`config.mk`:
```
export PLATFORM = sky130hd
export DESIGN_NAME = branch_predictor_flat
export DESIGN_NICKNAME = d
export VERILOG_FILES = /design/src/rtl/branch_predictor_if.sv /design/src/rtl/branch_predictor.sv /design/src/flat_wrapper.sv
export SDC_FILE = /design/constraint.sdc
export NUM_CORES = 1
export LEC_CHECK = 0
export BUFFER_PORTS_ARGS = -buffer_cell sky130_fd_sc_hd__buf_2
export CAP_MARGIN = 5
export CORE_MARGIN = 8
export CORE_UTILIZATION = 44
export DETAILED_ROUTE_END_ITERATION = 10
export GPL_TIMING_DRIVEN = 0
export SETUP_SLACK_MARGIN = 0.5
export SYNTH_ARGS = -nofsm -noshare
export SYNTH_HDL_FRONTEND = slang
export SYNTH_SLANG_ARGS = --single-unit
```
`constraint.sdc`:
```
create_clock -name CLK -period 3.45 [get_ports CLK]
set_clock_uncertainty 0.1 [all_clocks]
set_input_delay 0.1725 -clock CLK [delete_from_list [all_inputs] [get_ports CLK]]
set_output_delay 0.1725 -clock CLK [all_outputs]
set_load 0.03 [all_outputs]
```
`src/rtl/branch_predictor_if.sv`:
```
// Fetch/EX bundle for the branch predictor: lookup side,
// resolution update side and the statistics counters.
interface branch_predictor_if #(
  parameter int IDX_W = 4
) ();
  logic [31:0]      lookup_pc;
  logic [IDX_W-1:0] pred_idx;
  logic             pred_hit;
  logic             pred_taken;
  logic [31:0]      pred_target;

  logic             update_en;
  logic [IDX_W-1:0] update_idx;
  logic [31:0]      update_pc;
  logic             update_taken;
  logic [31:0]      update_target;
  logic             update_mispredict;

  logic [31:0]      branch_cnt;
  logic [31:0]      mispred_cnt;

  modport master (
    output lookup_pc,
    output update_en, update_idx, update_pc,
    output update_taken, update_target,
    output update_mispredict,
    input  pred_idx, pred_hit, pred_taken,
    input  pred_target,
    input  branch_cnt, mispred_cnt
  );

  modport slave (
    input  lookup_pc,
    input  update_en, update_idx, update_pc,
    input  update_taken, update_target,
    input  update_mispredict,
    output pred_idx, pred_hit, pred_taken,
    output pred_target,
    output branch_cnt, mispred_cnt
  );
endinterface

```
`src/rtl/branch_predictor.sv`:
```
// BTB with per-entry saturating direction counters,
// optional gshare indexing and branch/mispredict statistics.
module branch_predictor #(
  parameter int ENTRIES  = 16,
  parameter int CTR_BITS = 2,
  parameter int TAG_BITS = 8,
  parameter int GHR_BITS = 0
) (
  input  logic CLK,
  input  logic nRST,
  input  logic clear,
  branch_predictor_if.slave bus
);
  localparam int IDX_W = $clog2(ENTRIES);
  localparam int GW    = (GHR_BITS > 0) ? GHR_BITS : 1;

  localparam logic [CTR_BITS-1:0] CTR_WNT =
    CTR_BITS'((1 << (CTR_BITS-1)) - 1);
  localparam logic [CTR_BITS-1:0] CTR_WT =
    CTR_BITS'(1 << (CTR_BITS-1));
  localparam logic [CTR_BITS-1:0] CTR_MAX = '1;

  logic                valid_q [ENTRIES];
  logic [TAG_BITS-1:0] tag_q   [ENTRIES];
  logic [31:0]         tgt_q   [ENTRIES];
  logic [CTR_BITS-1:0] ctr_q   [ENTRIES];
  logic [GW-1:0]       ghr_q;

  logic [31:0]         brn_q;
  logic [31:0]         mis_q;

  logic [IDX_W+GW-1:0] ghr_ext;
  logic [GW:0]         ghr_nxt;
  logic [IDX_W-1:0]    base;
  logic [IDX_W-1:0]    idx;
  logic [TAG_BITS-1:0] lk_tag;
  logic [TAG_BITS-1:0] u_tag;
  logic                lk_hit;
  logic                u_hit;
  logic                u_alloc;

  // history is zero-extended then truncated to the index width
  assign ghr_ext = {{IDX_W{1'b0}}, ghr_q};
  assign ghr_nxt = {ghr_q, bus.update_taken};

  assign base   = bus.lookup_pc[IDX_W+1:2];
  assign idx    = (GHR_BITS > 0) ?
                  (base ^ ghr_ext[IDX_W-1:0]) : base;
  assign lk_tag = bus.lookup_pc[IDX_W+2 +: TAG_BITS];
  assign lk_hit = valid_q[idx] && (tag_q[idx] == lk_tag);

  assign bus.pred_idx    = idx;
  assign bus.pred_hit    = lk_hit;
  assign bus.pred_taken  = lk_hit && ctr_q[idx][CTR_BITS-1];
  assign bus.pred_target = bus.pred_taken ? tgt_q[idx]
                         : bus.lookup_pc + 32'd4;

  assign u_tag   = bus.update_pc[IDX_W+2 +: TAG_BITS];
  assign u_hit   = valid_q[bus.update_idx] &&
                   (tag_q[bus.update_idx] == u_tag);
  assign u_alloc = !u_hit && bus.update_taken;

  always_ff @(posedge CLK or negedge nRST) begin
    if (!nRST) begin
      for (int i = 0; i < ENTRIES; i++) begin
        valid_q[i] <= 1'b0;
        tag_q[i]   <= '0;
        tgt_q[i]   <= '0;
        ctr_q[i]   <= CTR_WNT;
      end
      ghr_q <= '0;
    end else if (clear) begin
      for (int i = 0; i < ENTRIES; i++)
        valid_q[i] <= 1'b0;
      ghr_q <= '0;
    end else if (bus.update_en) begin
      unique case (1'b1)
        u_hit: begin
          if (bus.update_taken) begin
            if (ctr_q[bus.update_idx] != CTR_MAX)
              ctr_q[bus.update_idx] <=
                ctr_q[bus.update_idx] + 1'b1;
            tgt_q[bus.update_idx] <= bus.update_target;
          end else if (ctr_q[bus.update_idx] != '0) begin
            ctr_q[bus.update_idx] <=
              ctr_q[bus.update_idx] - 1'b1;
          end
        end
        u_alloc: begin
          valid_q[bus.update_idx] <= 1'b1;
          tag_q[bus.update_idx]   <= u_tag;
          tgt_q[bus.update_idx]   <= bus.update_target;
          ctr_q[bus.update_idx]   <= CTR_WT;
        end
        default: ;
      endcase
      if (GHR_BITS > 0)
        ghr_q <= ghr_nxt[GW-1:0];
    end
  end

  // statistics keep counting through clear
  always_ff @(posedge CLK or negedge nRST) begin
    if (!nRST) begin
      brn_q <= '0;
      mis_q <= '0;
    end else if (bus.update_en) begin
      if (brn_q != 32'hFFFF_FFFF)
        brn_q <= brn_q + 32'd1;
      if (bus.update_mispredict &&
          mis_q != 32'hFFFF_FFFF)
        mis_q <= mis_q + 32'd1;
    end
  end

  assign bus.branch_cnt  = brn_q;
  assign bus.mispred_cnt = mis_q;
endmodule

```
`src/flat_wrapper.sv`:
```
// flat-port wrapper written by rule: the top's interface ports become plain ports
module branch_predictor_flat 
#(
  parameter int ENTRIES  = 16,
  parameter int CTR_BITS = 2,
  parameter int TAG_BITS = 8,
  parameter int GHR_BITS = 0
)
  (CLK, nRST, clear, bus_lookup_pc, bus_update_en, bus_update_idx, bus_update_pc, bus_update_taken, bus_update_target, bus_update_mispredict, bus_pred_idx, bus_pred_hit, bus_pred_taken, bus_pred_target, bus_branch_cnt, bus_mispred_cnt);
  branch_predictor_if #(.IDX_W(4)) bus_i ();
  input  logic CLK;
  input  logic nRST;
  input  logic clear;
  input wire logic [$bits(bus_i.lookup_pc)-1:0] bus_lookup_pc;
  input wire logic [$bits(bus_i.update_en)-1:0] bus_update_en;
  input wire logic [$bits(bus_i.update_idx)-1:0] bus_update_idx;
  input wire logic [$bits(bus_i.update_pc)-1:0] bus_update_pc;
  input wire logic [$bits(bus_i.update_taken)-1:0] bus_update_taken;
  input wire logic [$bits(bus_i.update_target)-1:0] bus_update_target;
  input wire logic [$bits(bus_i.update_mispredict)-1:0] bus_update_mispredict;
  output wire logic [$bits(bus_i.pred_idx)-1:0] bus_pred_idx;
  output wire logic [$bits(bus_i.pred_hit)-1:0] bus_pred_hit;
  output wire logic [$bits(bus_i.pred_taken)-1:0] bus_pred_taken;
  output wire logic [$bits(bus_i.pred_target)-1:0] bus_pred_target;
  output wire logic [$bits(bus_i.branch_cnt)-1:0] bus_branch_cnt;
  output wire logic [$bits(bus_i.mispred_cnt)-1:0] bus_mispred_cnt;
  assign bus_i.lookup_pc = bus_lookup_pc;
  assign bus_i.update_en = bus_update_en;
  assign bus_i.update_idx = bus_update_idx;
  assign bus_i.update_pc = bus_update_pc;
  assign bus_i.update_taken = bus_update_taken;
  assign bus_i.update_target = bus_update_target;
  assign bus_i.update_mispredict = bus_update_mispredict;
  assign bus_pred_idx = bus_i.pred_idx;
  assign bus_pred_hit = bus_i.pred_hit;
  assign bus_pred_taken = bus_i.pred_taken;
  assign bus_pred_target = bus_i.pred_target;
  assign bus_branch_cnt = bus_i.branch_cnt;
  assign bus_mispred_cnt = bus_i.mispred_cnt;
  branch_predictor #(.ENTRIES(ENTRIES), .CTR_BITS(CTR_BITS), .TAG_BITS(TAG_BITS), .GHR_BITS(GHR_BITS)) u_core (.CLK(CLK), .nRST(nRST), .clear(clear), .bus(bus_i));
endmodule
```
; ---- Word level (Yosys, flattened, before mapping)
; Cells that the tools add are included.
[totals]
romBits = 0
inputBits = 106
ramBits = 0
reg_bits = 752
out_inout_bits = 102
n_memories = 0
latch_bits = 0
[op_classes]
div_mod_pow = 0
n_mux = 43
n_mul = 0
eq_ne = 8
addsub = 5
magnitude_cmp = 3
n_bitwise = 7
reduce_logical = 17
shift = 0
[ops]
columns = operator, count
row1 = case mux 512 bit (2 select lines), 1
row2 = bitwise mux 512 bit, 1
row3 = 2-to-1 mux 512 bit, 1
row4 = 2-to-1 mux 32 bit, 7
row5 = binary-select mux 32 bit (select 4 bit), 1
row6 = bitwise mux 128 bit, 1
row7 = demux 32 bit (select 4 bit), 1
row8 = "adder 32 x 1 -> 32 bit, second input constant", 2
row9 = binary-select mux 8 bit (select 4 bit), 2
row10 = bitwise mux 32 bit, 2
row11 = "!= test 32 bit, second input constant", 2
row12 = case mux 32 bit (2 select lines), 1
row13 = 2-to-1 mux 16 bit, 3
row14 = 2-to-1 mux 8 bit, 5
row15 = "adder 32 x 3 -> 32 bit, second input constant", 1
row16 = demux 8 bit (select 4 bit), 1
row17 = OR 16 bit, 2
row18 = AND 16 bit, 1
row19 = binary-select mux 2 bit (select 4 bit), 2
row20 = equality test 8 bit, 2
row21 = inverter 16 bit, 1
row22 = "greater-or-equal comparator 5 bit, second input constant", 2
row23 = 2-to-1 mux 2 bit, 5
row24 = inverter 4 -> 5 bit, 2
row25 = 17 further kinds, 34

; ---- Longest topological paths before layout
[logic_depth]
word_depth = 11
mapped_depth = 14
depth_no_buf = 10

; ---- Least setup slack after synthesis
; No wires, ideal clock.
[synth_timing]
kind = in2out
start = input bus_lookup_pc[2]
end = output bus_pred_target[0]
slack_ps = -631
arrival_ps = 3808
stages = 9
n_path_buf = 2
cell_sequence = buf_2 buf_1 mux4_2 mux4_2 xnor2_1 nand4_1 nor4_1 nand2_1 nand2_1
[synth_between]
elab_chain_cells = 8
elab_cells_between_ends = 17
[synth_rtl]
columns = element, line
row1 = from (decl), flat_wrapper.sv:14  ; input wire logic [$bits(bus_i.lookup_pc)-1:0] bus_lookup_pc;
row2 = inverter 4 -> 5 bit (not written as such) *, "branch_predictor.sv:50, branch_predictor.sv:54"
row3 = binary-select mux 8 bit (select 4 bit), branch_predictor.sv:50  ; assign lk_hit = valid_q[idx] && (tag_q[idx] == lk_tag);
row4 = 2-to-1 mux 8 bit (not written as such) (2 in a row), branch_predictor.sv:50
row5 = equality test 8 bit, branch_predictor.sv:50
row6 = logical AND 1 bit, branch_predictor.sv:50
row7 = logical AND 1 bit *, branch_predictor.sv:54  ; assign bus.pred_taken = lk_hit && ctr_q[idx][CTR_BITS-1];
row8 = net bus_pred_taken, flat_wrapper.sv:23  ; output wire logic [$bits(bus_i.pred_taken)-1:0] bus_pred_taken;
row9 = 2-to-1 mux 32 bit *, branch_predictor.sv:55  ; assign bus.pred_target = bus.pred_taken ? tgt_q[idx]
row10 = to (decl), flat_wrapper.sv:24  ; output wire logic [$bits(bus_i.pred_target)-1:0] bus_pred_target;
; Mark *: on every way through the listed nets, which the timed path passes. The rest lies on a longest branch. The select of a mux whose other input is x is not followed.

; ---- Worst setup path after layout
[layout_timing]
start = register u_core.tag_q[103] in the netlist's numbering
end = output bus_pred_target[9]
[layout_between]
elab_chain_cells = 7
[layout_rtl]
columns = element, line
row1 = from (decl), branch_predictor.sv:24  ; logic [TAG_BITS-1:0] tag_q [ENTRIES];
row2 = "from (signal, indexed assignment)", branch_predictor.sv:91  ; tag_q[bus.update_idx] <= u_tag;
row3 = binary-select mux 8 bit (select 4 bit), branch_predictor.sv:50
row4 = 2-to-1 mux 8 bit (not written as such) (2 in a row), branch_predictor.sv:50
row5 = equality test 8 bit, branch_predictor.sv:50
row6 = logical AND 1 bit, branch_predictor.sv:50
row7 = logical AND 1 bit, branch_predictor.sv:54
row8 = 2-to-1 mux 32 bit, branch_predictor.sv:55
; Every way passes these cells. The select of a mux whose other input is x is not followed.

==> flow_summary.json <==
{
  "wirelength_um": 110000,
  "yosysTopAreaCellShare_pct": 50.5,
  "powerDensity_nw_per_um2": 524,
  "drc": 0,
  "fmax_mhz": 250,
  "drive_above_1_share_pct": 53.5,
  "r2r_end": "u_core.ctr_q[3]",
  "synth_top_cells_by_area": "dfrtp_1 50%, mux2_2 21%, mux4_2 15%",
  "dpl.hpwl_um": 72200,
  "crit_type": "reg2out",
  "crit_arrival_ns": 3.73,
  "cts.clk_slew.worst_paths_ns": 0.06,
  "reg2reg_depth": 13,
  "synth_top_area_cell": "dfrtp_1",
  "cts_tree": "built",
  "die_w_um": 304,
  "start_util_pct": 44.4,
  "first_pass_iters": 6,
  "hold_viol": 0,
  "numCtsBuffers": 84,
  "hold_class": "in2async",
  "r2r_slack_ns": -0.18,
  "min_period_over_period_pct": 116,
  "p_leak_uw": 0.0201,
  "h-tree-depth": 3,
  "status": "finished with violations",
  "regToRegStartpoint": "u_core.tag_q[5]",
  "ys_seq_elements": 752,
  "yosysSeqAreaShare_pct": 51.6,
  "cap_violations": 0,
  "maxSlewViolCount": 0,
  "avgSynthCellArea_um2": 14.9,
  "period_needed_ns": 4.00,
  "antenna_found_initial": 7,
  "clockBufferDepth": 3,
  "first_global_vias": 24976,
  "place_inst": 3701,
  "die_y_um": 304,
  "grt_overflow": 0,
  "ys_warn_count": 0,
  "via_count": 23738,
  "root_buffer": "clkbuf_16",
  "grt_max_degree": 132,
  "slew_headroom_pct": 23.8,
  "tightest_slew_ns": 1.14,
  "cp.required_ns": 3.18,
  "dieArea_um2": 92400,
  "io_pins": 208,
  "rsz0062_at_grt": "true",
  "synth_edf_count": 0,
  "violations": "setup timing",
  "port_buffers": 179,
  "syn2layout_area_growth_pct": 22.2,
  "cp_max_fo": 7,
  "postSynthCellCount": 2446,
  "nets": 2930,
  "grt_pass1_wl_um": 165000,
  "first_iter_violations": 1843,
  "rows": 105,
  "drt-wirelength-per-cell_um": 27.8,
  "place.gp.congestion": 0.869,
  "syn-cell-area_um2": 36500,
  "grt_use_total_pct": 23.2,
  "core_um2": 82100,
  "end_kind": "output pin",
  "post_drt_via_cell_ratio": 6.00,
  "syn_nets": 2557,
  "final_antenna_net_count": 0,
  "cts.sinks": 752,
  "ys_types": 64,
  "setup_viol": 181,
  "insertion_delay_ns": 0.64,
  "start_kind": "flip-flop",
  "ys_async_sr_fraction_pct": 100,
  "fin_ws_ns": -0.550,
  "setup_tns_ns": -25.44,
  "peakVddDrop_mv": 0.455,
  "synth-main-ff-cell": "dfrtp_1",
  "stdcell_count": 3954
}
synth_stat cells, types with 16 or more instances:
| library cell | number |
|---|---|
| nor2_1 | 87 |
| mux4_2 | 251 |
| buf_2 | 24 |
| xor2_1 | 27 |
| mux2_2 | 668 |
| mux2i_1 | 19 |
| nand3_1 | 39 |
| dfrtp_1 | 736 |
| nand4_1 | 34 |
| clkbuf_1 | 140 |
| dfstp_2 | 16 |
| xnor2_1 | 81 |
| inv_1 | 21 |
| nand2_1 | 68 |
| a21oi_1 | 42 |
layer usage:
| metal | up-vias | track usage (%) | routed length [µm] |
|---|---|---|---|
| met4 | 10 | 7.13 | 3330 |
| met5 | - | 0 | 80 |
| met1 | 12792 | 32.7 | 48200 |
| met2 | 818 | 36.9 | 51900 |
| met3 | 225 | 3.97 | 6540 |
| li1 | 9893 | - | - |
metrics by stage:
stage / utilization [%] / hold slack, ns / area [µm²] / total power [µW] / setup WS [ns]
2_1_floorplan: - / -0.223 / 37400 / 13100 / 0.423
3_3_place_gp: 48.3 / 0.369 / 39600 / 14200 / -13.17
3_5_place_dp: 48.5 / 0.133 / 39800 / 14400 / -1.34
4_1_cts: 53.8 / 0.0329 / 44100 / 23500 / -0.605
5_1_grt: 54.3 / 0.0675 / 44600 / 24300 / -0.617
6_report: 54.3 / 0.0418 / 44600 / 23400 / -0.550
report_power, final:
part           switching (µW)  internal [µW]  total, µW
clock network            3720           5160       8870
registers                 670           9970      10600
logic                    1780           2080       3860
total                    6170          17200      23400
kinds of logic (layout without fill, tap and decap cells):
group	Yosys count	after routing	share of synthesized area [%]
xor gates and xnor gates	108	108	2.59
muxes	938	938	36.6
other	0	2	0
and+or+nand+nor	328	335	4.59
DFF	752	752	51.6
AOI/OAI and AO/OA	105	105	2.03
buffers and inverters	210	639	2.37
adders and majority gates	5	5	0.171
worst max-delay path, cell delays in order, from the launching register on:
cell and delay, ns:
dfrtp_1 0.39, mux4_2 0.52, mux4_2 0.58, xnor2_4 0.22, nand4_1 0.10, or4_4 0.48
clkbuf_16 0.21, clkbuf_16 0.18, nor2_4 0.21, a21oi_4 0.05, buf_6 0.14
state kept, by name (all words and copies together), names as in the netlist:
signal,cells
u_core.ctr_q,32
u_core.bus.branch_cnt,32
u_core.tag_q,128
u_core.bus.mispred_cnt,32
u_core.valid_q,16
u_core.tgt_q,512
what timing repair did:
action | 4_1_cts | 5_1_grt
cloned | 11 | 5
setup buffers | 24 | 19
hold endpoints to repair | 336 | 0
hold buffers | 43 | 0
endpoints found under the setup margin | 419 | 502
pin swaps | 44 | 29
resized for setup | 184 | 72
how the worst max path moves through the flow:
stage	slack, ns	from	to	depth (start not counted)
2_1_floorplan	0.42	bus_update_idx[0]	u_core.ctr_q[13]	13
3_3_place_gp	-13.17	nRST	u_core.tgt_q[142]	1
3_5_place_dp	-1.34	bus_lookup_pc[3]	bus_pred_target[29]	11
4_1_cts	-0.60	u_core.tag_q[103]	bus_pred_target[12]	9
5_1_grt	-0.62	u_core.tag_q[5]	bus_pred_target[9]	10
6_report	-0.55	u_core.tag_q[103]	bus_pred_target[9]	10
cell usage in the layout, fill, tap and decap left out, types with 7 or more instances in the layout:
cell type,count
and4_1,11
mux4_2,251
clkbuf_16,95
nand2_1,61
a21oi_4,31
buf_4,38
buf_16,8
buf_12,12
buf_2,161
nand4_1,34
clkinv_2,13
nor2b_1,8
mux2i_1,19
nand3_1,37
a21oi_1,9
dfrtp_1,736
mux2_4,26
clkbuf_2,20
buf_8,9
nand2_2,7
xnor2_1,71
clkbuf_8,30
buf_6,39
xnor2_2,8
nor2_1,52
dfstp_2,16
inv_1,20
xor2_1,27
mux2_2,642
nor3_1,15
clkbuf_4,9
and3_1,12
dlygate4sd3_1,42
nor2_4,45
o21ba_2,8
clkbuf_1,120
area by class of cell:
class | count | area [µm²]
buffer | 187 | 1220
clock buffer | 126 | 2490
tap | 1070 | 1340
antenna | 2 | 5.00
fill | 6571 | 37500
multi-input combinational | 1491 | 18000
inverter | 23 | 86.3
timing repair buffer | 280 | 2310
sequential | 752 | 18800
clock inverter | 23 | 256
Power figures use the tool's default switching activity.
